## src/rtl/apb_defs.sv

```systemverilog
// Shared APB definitions: FSM state encoding and default bus widths,
// common to the requester and the error-reporting slave.
package apb_defs;

    localparam int APB_ADDR_W = 32;
    localparam int APB_DATA_W = 8;

    typedef enum logic [1:0] {
        IDLE   = 2'd0,
        SETUP  = 2'd1,
        ACCESS = 2'd2
    } apb_state_e;

endpackage : apb_defs

```

## src/rtl/apb_wait_timer.sv

```systemverilog
// Saturating wait-state counter for the APB ACCESS phase; flags expiry when
// the count reaches TIMEOUT-1. TIMEOUT = 0 disables expiry entirely.
module apb_wait_timer #(
    parameter int TIMEOUT = 16
) (
    input  logic pclk,
    input  logic presetn,
    input  logic clear,
    input  logic enable,
    output logic expired
);

    localparam int                 CNT_W  = $clog2(TIMEOUT) + 1;
    localparam int                 LAST_I = (TIMEOUT > 0) ? TIMEOUT - 1 : 0;
    localparam logic [CNT_W-1:0]   LAST   = LAST_I[CNT_W-1:0];
    localparam logic [CNT_W-1:0]   CNT_MAX = '1;

    logic [CNT_W-1:0] count;

    // NOTE: sequential state uses non-blocking assignments so every flop
    // samples pre-edge values regardless of process evaluation order.
    always_ff @(posedge pclk or negedge presetn) begin
        if (!presetn) begin
            count <= '0;
        end else if (clear) begin
            count <= '0;
        end else if (enable && (count != CNT_MAX)) begin
            count <= count + 1'b1;
        end
    end

    if (TIMEOUT == 0) begin : g_disabled
        assign expired = 1'b0;
    end else begin : g_enabled
        assign expired = (count == LAST);
    end

endmodule : apb_wait_timer

```

## src/rtl/apb_master_err.sv

```systemverilog
// APB requester: turns single-beat local commands into SETUP/ACCESS transfers,
// with a local address-range check and a wait-state timeout.
module apb_master_err
    import apb_defs::*;
#(
    parameter int ADDR_W     = APB_ADDR_W,
    parameter int DATA_W     = APB_DATA_W,
    parameter int ADDR_LIMIT = 16,
    parameter int TIMEOUT    = 16
) (
    input  logic              pclk,
    input  logic              presetn,
    input  logic              cmd_valid,
    output logic              cmd_ready,
    input  logic              cmd_write,
    input  logic [ADDR_W-1:0] cmd_addr,
    input  logic [DATA_W-1:0] cmd_wdata,
    output logic              rsp_valid,
    output logic [DATA_W-1:0] rsp_rdata,
    output logic              rsp_err,
    output logic              rsp_timeout,
    output logic              psel,
    output logic              penable,
    output logic              pwrite,
    output logic [ADDR_W-1:0] paddr,
    output logic [DATA_W-1:0] pwdata,
    input  logic [DATA_W-1:0] prdata,
    input  logic              pready,
    input  logic              pslverr
);

    localparam logic [ADDR_W-1:0] LIMIT = ADDR_W'(ADDR_LIMIT);

    apb_state_e        state, state_next;
    logic              accept, in_range;
    logic              timer_expired;
    logic              rsp_valid_d, rsp_err_d, rsp_timeout_d;
    logic [DATA_W-1:0] rsp_rdata_d;

    // Holding off a new command while a response is on the bus keeps
    // back-to-back responses separated by at least one idle cycle.
    assign cmd_ready = (state == IDLE) && !rsp_valid;
    assign accept    = cmd_valid && cmd_ready;
    assign in_range  = (cmd_addr < LIMIT);

    apb_wait_timer #(
        .TIMEOUT (TIMEOUT)
    ) u_wait_timer (
        .pclk    (pclk),
        .presetn (presetn),
        .clear   (state == SETUP),
        .enable  ((state == ACCESS) && !pready),
        .expired (timer_expired)
    );

    // NOTE: every signal written here gets a default first, so no path
    // leaves a value unassigned and no latch is inferred.
    always_comb begin
        state_next    = state;
        rsp_valid_d   = 1'b0;
        rsp_err_d     = 1'b0;
        rsp_timeout_d = 1'b0;
        rsp_rdata_d   = '0;
        unique case (state)
            IDLE: begin
                if (accept) begin
                    if (in_range) begin
                        state_next = SETUP;
                    end else begin
                        rsp_valid_d = 1'b1;
                        rsp_err_d   = 1'b1;
                    end
                end
            end
            SETUP: state_next = ACCESS;
            ACCESS: begin
                // pready is checked first so a completion in the expiry cycle wins.
                if (pready) begin
                    state_next  = IDLE;
                    rsp_valid_d = 1'b1;
                    rsp_err_d   = pslverr;
                    if (!pwrite && !pslverr) begin
                        rsp_rdata_d = prdata;
                    end
                end else if (timer_expired) begin
                    state_next    = IDLE;
                    rsp_valid_d   = 1'b1;
                    rsp_err_d     = 1'b1;
                    rsp_timeout_d = 1'b1;
                end
            end
            default: state_next = IDLE;
        endcase
    end

    always_ff @(posedge pclk or negedge presetn) begin
        if (!presetn) begin
            state       <= IDLE;
            psel        <= 1'b0;
            penable     <= 1'b0;
            pwrite      <= 1'b0;
            paddr       <= '0;
            pwdata      <= '0;
            rsp_valid   <= 1'b0;
            rsp_err     <= 1'b0;
            rsp_timeout <= 1'b0;
            rsp_rdata   <= '0;
        end else begin
            state       <= state_next;
            psel        <= (state_next != IDLE);
            penable     <= (state_next == ACCESS);
            if (accept && in_range) begin
                pwrite <= cmd_write;
                paddr  <= cmd_addr;
                pwdata <= cmd_wdata;
            end
            rsp_valid   <= rsp_valid_d;
            rsp_err     <= rsp_err_d;
            rsp_timeout <= rsp_timeout_d;
            rsp_rdata   <= rsp_rdata_d;
        end
    end

endmodule : apb_master_err

```

## config.mk

```make
export PLATFORM = sky130hd
export DESIGN_NAME = apb_master_err
export DESIGN_NICKNAME = d
export VERILOG_FILES = /design/src/rtl/apb_defs.sv /design/src/rtl/apb_wait_timer.sv /design/src/rtl/apb_master_err.sv
export SDC_FILE = /design/constraint.sdc
export NUM_CORES = 1
export LEC_CHECK = 0
export ABC_AREA = 1
export CAP_MARGIN = 20
export CORE_UTILIZATION = 45
export CTS_CLUSTER_SIZE = 25
export DETAILED_ROUTE_END_ITERATION = 16
export PLACE_DENSITY = 0.82
export SKIP_CTS_REPAIR_TIMING = 1
export SLEW_MARGIN = 20
export SYNTH_ARGS = -nofsm -noshare
export SYNTH_HDL_FRONTEND = slang
export SYNTH_HIERARCHICAL = 1
export SYNTH_SLANG_ARGS = --single-unit
```

## constraint.sdc

```tcl
create_clock -name pclk -period 2.6 [get_ports pclk]
set_input_delay 0.26 -clock pclk [delete_from_list [all_inputs] [get_ports pclk]]
set_output_delay 0.26 -clock pclk [all_outputs]
set_load 0.005 [all_outputs]
```

After elaboration in Yosys (flattened, before gate mapping)
Index checks and enable logic that the tools add are counted.
{ "op_classes": {"addsub": 1, "order_cmp": 1, "eq_ne": 5, "muxes": 19, "n_reduce_logical": 13} }
{ "ops": {"columns": ["operator", "count"], "rows": [
  ["< comparator 32 x 5 -> 1 bit (second input constant)", 1],
  ["two-way mux 8 bit", 3],
  ["two-way mux 5 bit", 2],
  ["two-way mux 2 bit", 4],
  ["two-way mux 1 bit", 7],
  ["logical AND 1 bit", 6],
  ["case mux 2 bit (3 select lines)", 1],
  ["adder 5 x 1 -> 5 bit (second input constant)", 1],
  ["equality test 5 x 4 -> 1 bit (second input constant)", 1],
  ["!= test 5 bit (second input constant)", 1],
  ["equality test 2 bit (second input constant)", 2],
  ["zero test 1 bit", 4],
  ["case mux 1 bit (2 select lines)", 2],
  ["nonzero test 2 bit", 2],
  ["equality test 2 x 1 -> 1 bit (second input constant)", 1],
  ["zero test 2 bit", 1]
]} }
{ "word_totals": {"reg_bits": 61, "in_bits": 54, "out_inout_bits": 55} }

Longest topological paths before layout
Gate-level depths: netlist of the first run.
{ "depth": {"word_depth": 6, "mapped_depth": 11, "mapped_depth_nobuf": 11} }

Modules after synthesis
The synthesis of the first run kept the hierarchy.
{ "by_module_without_submodules": {"columns": ["module", "n_inst", "cells_per_inst", "area_per_inst_um2"], "rows": [
  ["apb_master_err", 1, 246, 2209.6],
  ["apb_wait_timer", 1, 37, 280.3]
]} }

Worst setup path before layout of the first run
OpenSTA, ideal clock, no wires.
{ "synth_timing": {"path_kind": "reg2reg", "start": "reg u_wait_timer.count[0]", "end": "reg u_wait_timer.count[3]", "setup_time_ns": 0.117, "arrival_ns": 1.252, "required_ns": 2.483, "path_slack_ns": 1.231, "path_stages_with_launch": 11, "period_less_slack_ns": 1.369, "path_cell_list": "dfrtp_1 -> ha_1 -> nand2_1 -> nor2_1 -> ha_1 -> inv_2 -> nand3_1 -> nor2_1 -> nand2_1 -> nand2_1 -> nor2_1"} }
{ "synth_via": {"elab_chain_len": 3, "word_cells_on_any_way": 6, "cone_classes": "add/sub: 1; eq/ne: 1; mux: 2; reduce/logical: 2"} }
{ "synth_rtl": {"columns": ["item", "line_no", "rtl"], "rows": [
  ["start: declaration", "apb_wait_timer.sv:18", "logic [CNT_W-1:0] count;"],
  ["start signal: assignment", "apb_wait_timer.sv:28", "count <= count + 1'b1;"],
  ["adder 5 x 1 -> 5 bit or != test 5 bit (tied branches)", "apb_wait_timer.sv:28, apb_wait_timer.sv:27", null],
  ["two-way mux 5 bit or logical AND 1 bit (tied branches)", "apb_wait_timer.sv:27", "end else if (enable && (count != CNT_MAX)) begin"],
  ["two-way mux 5 bit or nonzero test 2 bit (tied branches)", null, null]
]} }
Parallel ways exist; a longest one is shown, timed or not. The select of a mux whose other input is x is not followed.
A chain may end at the register's enable or synchronous reset.

Worst setup path in the final report of the first run
{ "layout_timing": {"start": "in cmd_addr[28]", "end": "reg paddr[5]"} }
{ "layout_via": {"elab_chain_len": 2} }
{ "layout_rtl": {"columns": ["item", "line_no", "rtl"], "rows": [
  ["start: declaration", "apb_master_err.sv:16", "input logic [ADDR_W-1:0] cmd_addr,"],
  ["< comparator 32 x 5 -> 1 bit", "apb_master_err.sv:44", "assign in_range = (cmd_addr < LIMIT);"],
  ["logical AND 1 bit", "apb_master_err.sv:112", "if (accept && in_range) begin"],
  ["end signal: assignment", "apb_master_err.sv:114", "paddr <= cmd_addr;"],
  ["end: declaration", "apb_master_err.sv:25", "output logic [ADDR_W-1:0] paddr,"]
]} }
Every way passes these cells.

==> results of run 1 <==
-- worst paths after layout --
kind,end,slack (ns)
max in group asynchronous,rsp_rdata[5],1.91
min in group pclk,paddr[1],0.48
min reg2reg,paddr[1],0.48
max,paddr[5],0.86
min,paddr[8],0.001
max reg2reg,paddr[5],0.93
-- routing by layer --
layer	GRT usage, %	share of wire, %
met1	22.7	43
met2	32.5	48
met3	6.95	8.4
met5	0	0
met4	5.77	0.88
-- power breakdown --
| group | internal, mW | switching (mW) | total, mW | leakage (nW) |
|---|---|---|---|---|
| Combinational | 0.0861 | 0.0487 | 0.135 | 1.22 |
| Sequential | 0.951 | 0.000963 | 0.952 | 0.703 |
| Clock | 0.662 | 0.340 | 1.00 | 0.121 |
| Total | 1.70 | 0.389 | 2.09 | 2.04 |
-- state kept, by name, indices dropped and copies added, names as in the netlist --
name	flops
paddr	32
penable	1
psel	1
pwdata	8
pwrite	1
rsp_err	1
rsp_rdata	8
rsp_timeout	1
rsp_valid	1
state	2
u_wait_timer/count	5
-- synthesized netlist by cell type --
cell      count
nand2_1      53
inv_1        62
buf_2         3
o21bai_1      1
inv_2         3
nor3b_1       8
ha_1          3
a31oi_1       1
buf_6         2
buf_4         1
or2_2         1
a21oi_1       2
nor2_2        1
nand3_2       1
clkbuf_1      1
nor2_1       56
o21ai_0       3
dfrtp_1      61
nand3_1      17
nand2_2       2
nor3_1        1
-- cells by family after synthesis --
| kind of cell | synth area share [%] |
|---|---|
| buf+inv | 11.8 |
| fa+ha+maj | 1.51 |
| compound gates | 1.56 |
| flops | 61.3 |
| simple gates | 23.9 |
-- stage by stage --
step	setup WS, ns	instance area [µm²]	power (mW)	hold WS, ns	cells
2_1_floorplan	1.23	2490	0.995	-0.0356	283
3_3_place_gp	0.554	3630	1.10	0.354	458
3_5_place_dp	0.514	3630	1.11	0.365	458
4_1_cts	0.853	3870	2.11	0.0115	474
5_1_grt	0.622	3870	2.16	0.0465	474
6_report	0.864	3870	2.09	0.00121	474
-- final cells by class --
| cell class | instances | area (µm²) |
|---|---|---|
| sequential | 61 | 1530 |
| fill | 398 | 1330 |
| timing repair buffer | 112 | 1110 |
| multi-input combinational | 150 | 671 |
| inverter | 65 | 244 |
| clock buffer | 12 | 145 |
| clock inverter | 4 | 95.1 |
| tap | 70 | 87.6 |
-- layout by cell type (no fill, tap or decap), drive strengths merged --
master,count
or2,1
bufinv,3
buf,5
o21bai,1
inv,65
a31oi,1
a21oi,2
nor3b,8
nand2,55
nand3,18
clkinv,1
clkdlybuf4s50,107
clkbuf,12
nor3,1
dfrtp,61
ha,3
o21ai,3
nor2,57
==> flow_summary_export.csv, run 1 <==
group,metric,value,unit
setup_path,arrival,1.92,ns
clock_tree,cts_tree,"done",
die,die_w,76.4,µm
global_routing,grt_max_degree,36,
timing,setup_viol,0,
timing,fmax,576,MHz
clock_tree,clk_path_buf_depth,2,
timing,period_share,66.8,%
setup_path,startpoint_type,"primary input",
placement,post-dp-hpwl,4010,µm
die,start_util,47.8,%
setup_path,cp_cell_sequence,"clkdlybuf4s50_1 > nor2_1 > nand2_1 > inv_1 > nand2_1 > nor2_1 > nand3_2 > inv_2 > nor2_1",
final_layout,drive_gt1_share,6.68,%
power_and_ir_drop,total_leakage_power,2.04,nW
timing,fin_skew,0.00655,ns
die,die_area,0.00583,mm²
timing,rsz0062_at_grt,"no",
clock_tree,cts_buffers,9,
setup_path,required,2.79,ns
yosys,synth_cells,283,
die,pin_count,109,
yosys,syn-num-nets,340,
detailed_routing,drtIter0Drc,54,
clock_tree,cts.sinks,61,
yosys,ys_types,21,
detailed_routing,drt_pass1_iterations,4,
power_and_ir_drop,power_density,539,mW/mm²
setup_path,cp-startpoint,"cmd_addr[28]",
yosys,yosysTopAreaCell,"dfrtp_1",
setup_path,crit_buf_inv,3,
yosys,ys_warn_count,6,
setup_path,reg2reg_depth,6,
global_routing,grt_antenna_before_repair,0,
die,die_y,76.4,µm
run,cap_violations,0,
die,rows,26,
setup_path,endpoint_kind,"register",
final_layout,diodes,0,
yosys,syn_avg_cell_area,8.80,µm²
timing,final.min_clock_period,1.74,ns
final_layout,areaGrowthSynthToFinish,55.6,%
timing,max_slew.worst_pin.slew,0.738,ns
placement,gp_congestion,0.736,
detailed_routing,wl_per_cell,11.0,µm
yosys,ys_seq_area_share,61.3,%
run_status,status,"finished, final reports clean",
setup_path,cp.depth,9,
power_and_ir_drop,ir_drop,0.415,mV
setup_path,timing.rr.start,"state[1]",
setup_path,crit_family,"buffers and inverters",
setup_path,critPathSlowestCell,"inv_2",
detailed_routing,ant_nets,0,
timing,slew_headroom,50.8,%
setup_path,crit_top_cell,"nor2_1",
clock_tree,clk_pin_slew,0.06,ns
die,coreArea,0.00520,mm²
timing,setup_tns,0,ns
global_routing,grt_use_total,19.2,%
placement,port_buffers,108,
global_routing,first_global_vias,1988,
clock_tree,root_buffer,"clkbuf_8",
detailed_routing,vias_per_cell,4.34,
yosys,yosysTopAreaCellShare,61.3,%
detailed_routing,drt_wl_total,5220,µm
setup_path,critical_path_class,"primary input to register",
global_routing,grt_overflow,0,
detailed_routing,drc,0,
timing,hold_viol,0,
setup_path,path_max_fanout,29,
final_layout,fin_util,74.4,%
clock_tree,cts_max_level,3,
final_layout,fin_nets,456,
setup_path,max_stage_delay,0.46,ns
global_routing,grt_pass1_wl,8780,µm
clock_tree,clock_latency,0.32,ns
detailed_routing,num_vias,2059,
yosys,synth_area,0.00249,mm²
yosys,synth.area.top_cells,"dfrtp_1 (61%), inv_1 (9.3%), nor2_1 (8.4%)",
hold_path,min_path_type,"primary input to asynchronous set/reset pin",
yosys,yosys_register_bits,61,
timing,finalMaxSlewViolations,0,
No activity file was read; power rests on OpenSTA's default activity.
==> run 2: changes to the inputs <==
--- a/config.mk
+++ b/config.mk
@@ -7,10 +7,10 @@
 export LEC_CHECK = 0
 export ABC_AREA = 1
 export CAP_MARGIN = 20
-export CORE_UTILIZATION = 45
+export CORE_UTILIZATION = 38
 export CTS_CLUSTER_SIZE = 25
 export DETAILED_ROUTE_END_ITERATION = 16
-export PLACE_DENSITY = 0.82
+export PLACE_DENSITY = 0.73
 export SKIP_CTS_REPAIR_TIMING = 1
 export SLEW_MARGIN = 20
 export SYNTH_ARGS = -nofsm -noshare
==> constraint.sdc (replaced) <==
create_clock -name pclk -period 1.5 [get_ports pclk]
set_input_delay 0.15 -clock pclk [delete_from_list [all_inputs] [get_ports pclk]]
set_output_delay 0.15 -clock pclk [all_outputs]
set_load 0.005 [all_outputs]
==> flow_summary_export.csv, run 2 (synthesized netlist as in run 1, its figures left out) <==
group,metric,value,unit
placement,port_buffers,108,
setup_path,critPathSlowestCell,"dfrtp_1",
placement,post-dp-hpwl,4180,µm
detailed_routing,drt_wl_total,5650,µm
detailed_routing,drt_pass1_iterations,4,
global_routing,grt_antenna_before_repair,0,
timing,max_slew.worst_pin.slew,0.314,ns
detailed_routing,drtIter0Drc,91,
setup_path,path_max_fanout,2,
global_routing,grt_pass1_wl,9580,µm
power_and_ir_drop,power_density,876,mW/mm²
timing,setup_viol,0,
final_layout,final_common_cell,"clkdlybuf4s50_1",
final_layout,largest_register_ffs,32,
global_routing,grt_overflow,0,
setup_path,required,1.72,ns
detailed_routing,vias_per_cell,4.46,
placement,gp_congestion,0.760,
clock_tree,root_buffer,"clkbuf_8",
timing,final.min_clock_period,1.42,ns
die,die_y,82.9,µm
timing,rsz0062_at_grt,"yes",
final_layout,top_register,"paddr",
setup_path,cp_cell_sequence,"ha_2 > nand2_2 > nor2_2 > ha_2 > inv_2 > nand3_2 > nor2_2 > nand2_1 > nand2_1 > nor2_1",
timing,finalMaxSlewViolations,0,
final_layout,areaGrowthSynthToFinish,60.4,%
clock_tree,cts_max_level,3,
die,pin_count,109,
final_layout,largestRegisters,"paddr x32, pwdata x8, rsp_rdata x8",
final_layout,multi_input_area,704,µm²
timing,worst_slack,0.0814,ns
detailed_routing,num_vias,2179,
clock_tree,cts_tree,"done",
timing,slew_headroom,79.1,%
global_routing,grt_use_total,17.7,%
detailed_routing,ant_nets,0,
final_layout,drive_gt1_share,10.9,%
die,start_util,39.2,%
power_and_ir_drop,total_leakage_power,2.08,nW
clock_tree,cts_buffers,9,
timing,fin_skew,0.00465,ns
timing,fmax,705,MHz
final_layout,diodes,0,
run_status,status,"finished, final reports clean",
timing,period_share,94.6,%
final_layout,seq_area,0.00153,mm²
die,coreArea,0.00635,mm²
global_routing,first_global_vias,2164,
die,die_w,82.9,µm
timing,holdWs,0.367,ns
global_routing,grt_max_degree,62,
detailed_routing,wl_per_cell,11.6,µm
final_layout,n_fill_cell,570,
setup_path,max_stage_delay,0.39,ns
clock_tree,clk_pin_slew,0.07,ns
detailed_routing,drc,0,
setup_path,startpoint_type,"register",
final_layout,final_cell_mix,"clkdlybuf4s50_1 (106), inv_1 (61), dfrtp_1 (61)",
power_and_ir_drop,ir_drop,0.596,mV
setup_path,critical_path_class,"register to register",
run,cap_violations,0,
hold_path,min_path_type,"primary input to asynchronous set/reset pin",
placement,dp_worst_setup_slack,-0.113,ns
timing,hold_viol,0,
setup_path,arrival,1.64,ns
setup_path,endpoint_kind,"register",
final_layout,fin_nets,464,
clock_tree,cts.sinks,61,
clock_tree,clock_latency,0.33,ns
die,rows,29,
clock_tree,clk_path_buf_depth,2,
die,die_area,0.00688,mm²
==> run 2: worst paths after layout <==
path,startpoint,endpoint,slack [ns],depth (start not counted)
hold reg to reg,pwdata[5],pwdata[5],0.47,2
setup / recovery,u_wait_timer/count[0],u_wait_timer/count[3],0.08,10
min in group pclk,prdata[6],rsp_rdata[6],0.37,2
hold / removal,presetn,paddr[25],0.37,3
max in group asynchronous,presetn,rsp_rdata[3],0.88,3
setup reg to reg,u_wait_timer/count[0],u_wait_timer/count[3],0.08,10
==> run 2: area by class of cell <==
class / instances / area share [%]
clock buffer: 9 / 3.10
clock inverter: 7 / 2.48
inverter: 65 / 6.17
multi-input combinational: 150 / 17.6
sequential: 61 / 38.2
tap: 77 / 2.41
timing repair buffer: 120 / 30.0
==> run 2: where the power goes <==
| part | internal [mW] | switching, mW |
|---|---|---|
| combinational | 0.155 | 0.0886 |
| sequential | 1.65 | 0.00159 |
| clock | 0.943 | 0.663 |
==> run 2: worst max-delay path: cells and delay by family, from the launching register on <==
family,cells,cell delay [ns]
and+or+nand+nor,7,0.48
DFF,1,0.39
adders and majority gates,2,0.36
buffers and inverters,1,0.08
==> run 2: per-layer routing <==
| metal | global-route usage [%] | part of all wire [%] | wire length [µm] | vias to the layer above |
|---|---|---|---|---|
| li1 | - | - | - | 1073 |
| met1 | 21.4 | 42 | 2400 | 1002 |
| met2 | 28.5 | 48 | 2690 | 97 |
| met3 | 7.36 | 8.9 | 502 | 7 |
| met4 | 6.11 | 1.0 | 57 | 0 |
| met5 | 0 | 0 | 0 | - |
==> run 2: through the flow <==
stage	std cells	utilization, %	total power, mW	instance area [µm²]	TNS, ns
global placement	470	58.4	1.92	3710	-2.53
floorplan	283	-	1.73	2490	0
finish	489	62.9	3.50	3990	0
CTS	486	61.9	3.53	3930	-0.166
global route	489	62.9	3.65	3990	-0.0265
detailed placement	470	58.4	1.93	3710	-3.53
==> run 3: changes to the inputs <==
--- a/config.mk
+++ b/config.mk
@@ -7,6 +7,7 @@
 export LEC_CHECK = 0
 export ABC_AREA = 1
 export CAP_MARGIN = 20
+export CORE_MARGIN = 1
 export CORE_UTILIZATION = 38
 export CTS_CLUSTER_SIZE = 25
 export DETAILED_ROUTE_END_ITERATION = 16
==> results of run 3 <==
Same layout as run 2: the final DEF is identical, and so are final timing and power.
